`src/rtl/shift_rot_pipe.sv`:
```
// Registered log2(WIDTH)-stage shift/rotate pipeline with valid/ready flow.
// Define SHIFT_ROT_ARITH_EN to enable sign-fill for mode 10 right shifts.
module shift_rot_pipe #(
    parameter  int WIDTH = 32,
    localparam int SW    = $clog2(WIDTH)
) (
    input  logic             clk,
    input  logic             rst_n,
    input  logic             in_valid,
    output logic             in_ready,
    input  logic [WIDTH-1:0] in_data,
    input  logic [SW-1:0]    in_amt,
    input  logic [1:0]       in_mode,
    input  logic             in_dir,
    output logic             out_valid,
    input  logic             out_ready,
    output logic [WIDTH-1:0] out_data
);

    logic [WIDTH-1:0] d_q [SW];
    logic [SW-1:0]    a_q [SW];
    logic [1:0]       m_q [SW];
    logic [SW-1:0]    r_q;
    logic [SW-1:0]    v_q;

    logic [WIDTH-1:0] s_d [SW];
    logic [SW-1:0]    s_a [SW];
    logic [1:0]       s_m [SW];
    logic [SW-1:0]    s_r;
    logic [SW-1:0]    s_v;
    logic [WIDTH-1:0] nxt [SW];

    logic stall;

    assign stall     = v_q[SW-1] && !out_ready;
    assign in_ready  = !stall;
    assign out_valid = v_q[SW-1];
    assign out_data  = d_q[SW-1];

    always_comb begin
        for (int k = 0; k < SW; k++) begin
            if (k == 0) begin
                s_d[k] = in_data;
                s_a[k] = in_amt;
                s_m[k] = in_mode;
                s_r[k] = in_dir;
                s_v[k] = in_valid;
            end else begin
                s_d[k] = d_q[k-1];
                s_a[k] = a_q[k-1];
                s_m[k] = m_q[k-1];
                s_r[k] = r_q[k-1];
                s_v[k] = v_q[k-1];
            end
        end
    end

    // Stage k moves the word by 2^k; earlier stages already preserve the MSB
    // for arithmetic right shifts, so the local MSB is the original sign.
    always_comb begin
        for (int k = 0; k < SW; k++) begin
            int sh;
            logic [WIDTH-1:0] x;
            sh     = 1 << k;
            x      = s_d[k];
            nxt[k] = x;
            if (s_a[k][k]) begin
                if (s_m[k] == 2'b01) begin
                    if (s_r[k])
                        nxt[k] = (x << sh) | (x >> (WIDTH - sh));
                    else
                        nxt[k] = (x >> sh) | (x << (WIDTH - sh));
                end else if (s_r[k]) begin
                    nxt[k] = x << sh;
`ifdef SHIFT_ROT_ARITH_EN
                end else if (s_m[k] == 2'b10) begin
                    nxt[k] = $signed(x) >>> sh;
`endif
                end else begin
                    nxt[k] = x >> sh;
                end
            end
        end
    end

    always_ff @(posedge clk or negedge rst_n) begin
        if (!rst_n) begin
            r_q <= '0;
            v_q <= '0;
            for (int k = 0; k < SW; k++) begin
                d_q[k] <= '0;
                a_q[k] <= '0;
                m_q[k] <= '0;
            end
        end else if (!stall) begin
            r_q <= s_r;
            v_q <= s_v;
            for (int k = 0; k < SW; k++) begin
                d_q[k] <= nxt[k];
                a_q[k] <= s_a[k];
                m_q[k] <= s_m[k];
            end
        end
    end

endmodule
```
`config.mk`:
```
export PLATFORM = sky130hd
export DESIGN_NAME = shift_rot_pipe
export DESIGN_NICKNAME = d
export VERILOG_FILES = /design/src/rtl/shift_rot_pipe.sv
export SDC_FILE = /design/constraint.sdc
export NUM_CORES = 1
export LEC_CHECK = 0
export ABC_AREA = 0
export CAP_MARGIN = 20
export CORE_UTILIZATION = 59
export CTS_CLUSTER_SIZE = 20
export DETAILED_ROUTE_END_ITERATION = 10
export PLACE_DENSITY = 0.8
export SYNTH_ARGS = -nofsm -noshare
export SYNTH_HDL_FRONTEND = slang
export SYNTH_SLANG_ARGS = --single-unit
```
`constraint.sdc`:
```
create_clock -name clk -period 1.46 [get_ports clk]
set_input_delay 0.292 -clock clk [delete_from_list [all_inputs] [get_ports clk]]
set_output_delay 0.292 -clock clk [all_outputs]
set_load 0.02 [all_outputs]
```
==> impl_metrics.py <==
metrics = {
    "floorplanning": {
        "num_rows": 48,
        "fp.coreArea_mm2": 0.0172,
        "die_w_um": 135,
        "start_util": 0.602,
        "die_area_mm2": 0.0181,
        "io_pins": 78,
        "die_h_um": 135,
    },
    "setup_path": {
        "criticalPathCategory": "flip-flop to flip-flop",
        "startpoint_type": "flip-flop",
        "critPathMaxFanout": 29,
        "r2r_slack_ns": -0.006,
        "crit_arrival_ns": 1.84,
        "r2r_end": "d_q[123]",
        "crit_required_ns": 1.83,
        "r2r_cells": 6,
        "cp-end-kind": "flip-flop",
        "r2r_start": "v_q[4]",
    },
    "detailed_routing": {
        "vias_per_cell": 6.00,
        "first_pass_iters": 5,
        "drcViolationCount": 0,
        "postRouteAntennaNets": 0,
        "first_iter_violations": 547,
        "vias": 8170,
        "wl_um": 23200,
        "wl_per_cell_um": 17.1,
    },
    "logic_synthesis": {
        "ys_seq_area_frac": 0.451,
        "synth_cell_types": 35,
        "synth_area_mm2": 0.0104,
        "synth-seq-cells": 187,
        "syn_avg_cell_area_um2": 9.44,
        "synth_cells": 1099,
        "syn_nets": 1143,
        "yosysWarningCount": 0,
    },
    "global_route": {
        "antenna_found_initial": 0,
        "grt_first_pass_wirelength_um": 38100,
        "grt_overflow": 0,
        "grt_usage": 0.264,
        "grt_max_degree": 66,
        "grt_pass1_vias": 7456,
    },
    "timing": {
        "maxSlewHeadroom": 0.733,
        "fmax_ghz": 0.682,
        "holdWs_ns": 0.325,
        "drv_slew": 0,
        "hold_viol": 0,
        "fin_ws_ns": -0.00594,
        "tightest_slew_ns": 0.401,
        "min_period_ns": 1.47,
        "rsz0062_at_grt": "yes",
        "skew_ns": 0.00949,
        "final.period_utilization": 1.00,
        "fin_setup_tns_ns": -0.00594,
        "setup_viol": 1,
    },
    "cells_and_area": {
        "nets": 1167,
        "utilization": 0.697,
        "fin_area_mm2": 0.0120,
        "antenna_cells": 0,
        "area_growth_syn_to_layout_pct": 15.9,
        "final_layout_size_suffix_gt1_frac": 0.101,
    },
    "clock_tree": {
        "cts_buffer_depth": 2,
        "htreeDepth": 4,
        "cts_tree": "yes",
        "insertion_delay_ns": 0.44,
        "cts_buffers": 17,
        "cts.clk_slew.worst_paths_ns": 0.07,
        "clock_sinks": 187,
        "cts-root-buf": "clkbuf_16",
    },
    "outcome": {
        "failed_checks": "negative setup slack",
        "status": "finished, violations left",
    },
    "placement": {
        "place_area_mm2": 0.0113,
        "gp_congestion": 0.817,
        "post-place-ws_ns": -0.278,
        "dpl.hpwl_um": 15700,
        "port_buffers": 77,
    },
    "power_and_ir_drop": {
        "vdd_ir_drop_max_v": 0.00123,
        "power.density_mw_per_mm2": 2240,
        "leakagePower_uw": 0.00566,
    },
    "hold_path": {
        "hp-class": "primary input to asynchronous set/reset pin",
    },
    "run": {
        "cap_viol_max_count": 0,
    },
}
[cell type report]
| class | count | area (um^2) |
|---|---|---|
| tap | 225 | 282 |
| inverter | 26 | 103 |
| clock buffer | 19 | 433 |
| clock inverter | 13 | 141 |
| multi-input combinational | 749 | 4790 |
| timing repair buffer | 142 | 1590 |
| fill | 1323 | 5220 |
| sequential | 187 | 4680 |
[sequential cells by signal, summed over array words and instances, names as in the netlist]
| signal | cells |
|---|---|
| v_q | 5 |
| m_q | 8 |
| d_q | 128 |
| out_data | 32 |
| a_q | 10 |
| r_q | 4 |
[metrics by stage]
step / std cells / total power, uW
final: 1361 / 27000
after floorplan: 1099 / 18900
after global routing: 1361 / 28800
after global placement: 1322 / 21800
after CTS: 1356 / 26600
after detailed placement: 1322 / 22200
[logic make-up after synthesis]
logic type      after synthesis  share of synthesized area
mux                          98                     0.0945
flops                       187                      0.451
compound gates              361                      0.243
simple gates                290                      0.120
buf+inv                     163                     0.0910
[Yosys cell counts]
cell type	n	area share
dfrtp_1	187	0.45
nand2_1	123	0.044
nor2_1	114	0.041
mux2i_1	98	0.095
a211oi_1	84	0.061
a21o_1	84	0.061
o21ai_0	72	0.035
buf_2	48	0.023
buf_4	42	0.030
clkbuf_1	26	0.0094
inv_1	25	0.0090
nand2b_1	22	0.013
nor2b_1	18	0.011
a21oi_1	16	0.0077
a31oi_1	16	0.0096
o211ai_1	16	0.012
o22a_1	16	0.014
a211o_1	14	0.012
o22ai_1	10	0.0060
buf_6	9	0.0098
a221oi_1	8	0.0068
a311oi_1	8	0.0068
o21ai_1	7	0.0034
and3_1	6	0.0036
buf_1	6	0.0022
o221a_2	4	0.0043
o311a_1	4	0.0039
clkbuf_2	3	0.0014
nand4b_1	3	0.0025
nand4bb_1	3	0.0033
buf_12	2	0.0039
o21ai_2	2	0.0017
buf_8	1	0.0014
clkinv_1	1	0.00036
nor2b_2	1	0.00084
[worst max-delay path: stages (launching register included)]
cell,delay (ns)
dfrtp_1,0.38
nor2b_4,0.14
buf_6,0.13
buf_12,0.15
buf_12,0.17
a211oi_1,0.29
a21o_1,0.13
[cells in the final DEF, fill, tap and decap left out, types with 18 or more instances in the layout]
cell type | netlist | final
clkbuf_16 | 0 | 21
o21ai_0 | 72 | 71
buf_4 | 42 | 36
a211oi_1 | 84 | 77
dfrtp_1 | 187 | 187
buf_12 | 2 | 20
nor2_1 | 114 | 114
a21o_1 | 84 | 84
nand2b_1 | 22 | 22
nor2b_1 | 18 | 18
inv_1 | 25 | 24
nand2_1 | 123 | 123
dlygate4sd2_1 | 0 | 19
mux2i_1 | 98 | 98
clkdlybuf4s50_1 | 0 | 40
[how the worst max path moves through the flow]
stage	from	end	slack, ns	cells past startpoint
after floorplan	v_q[4]	in_ready	0.10	4
after global placement	out_ready	d_q[68]	-0.28	6
after detailed placement	out_ready	d_q[119]	-0.28	6
after CTS	v_q[4]	d_q[123]	-0.01	6
after global routing	v_q[4]	d_q[88]	-0.05	6
final	v_q[4]	d_q[123]	-0.006	6
[layer usage]
layer / vias to the layer above / GRT usage / share of wire
met5: - / 0 / 0
met4: 0 / 0.0936 / 0.024
met3: 41 / 0.0349 / 0.040
met2: 237 / 0.440 / 0.49
met1: 3945 / 0.354 / 0.45
li1: 3947 / - / -
[power by group]
group / switching (uW) / leakage (uW) / total, uW / internal, uW
Clock: 2030 / 0.000275 / 4570 / 2540
Combinational: 6570 / 0.00317 / 12300 / 5750
Sequential: 2380 / 0.00222 / 10100 / 7680
Total: 11000 / 0.00566 / 27000 / 16000
[repair_timing]
item,in CTS,in global routing
resized for setup,43,21
buffers inserted,2,1
endpoints found under the setup margin,34,110
cloned,0,4
hold buffers,1,0
hold endpoints to repair,25,0
(Power assumes the default switching activity.)
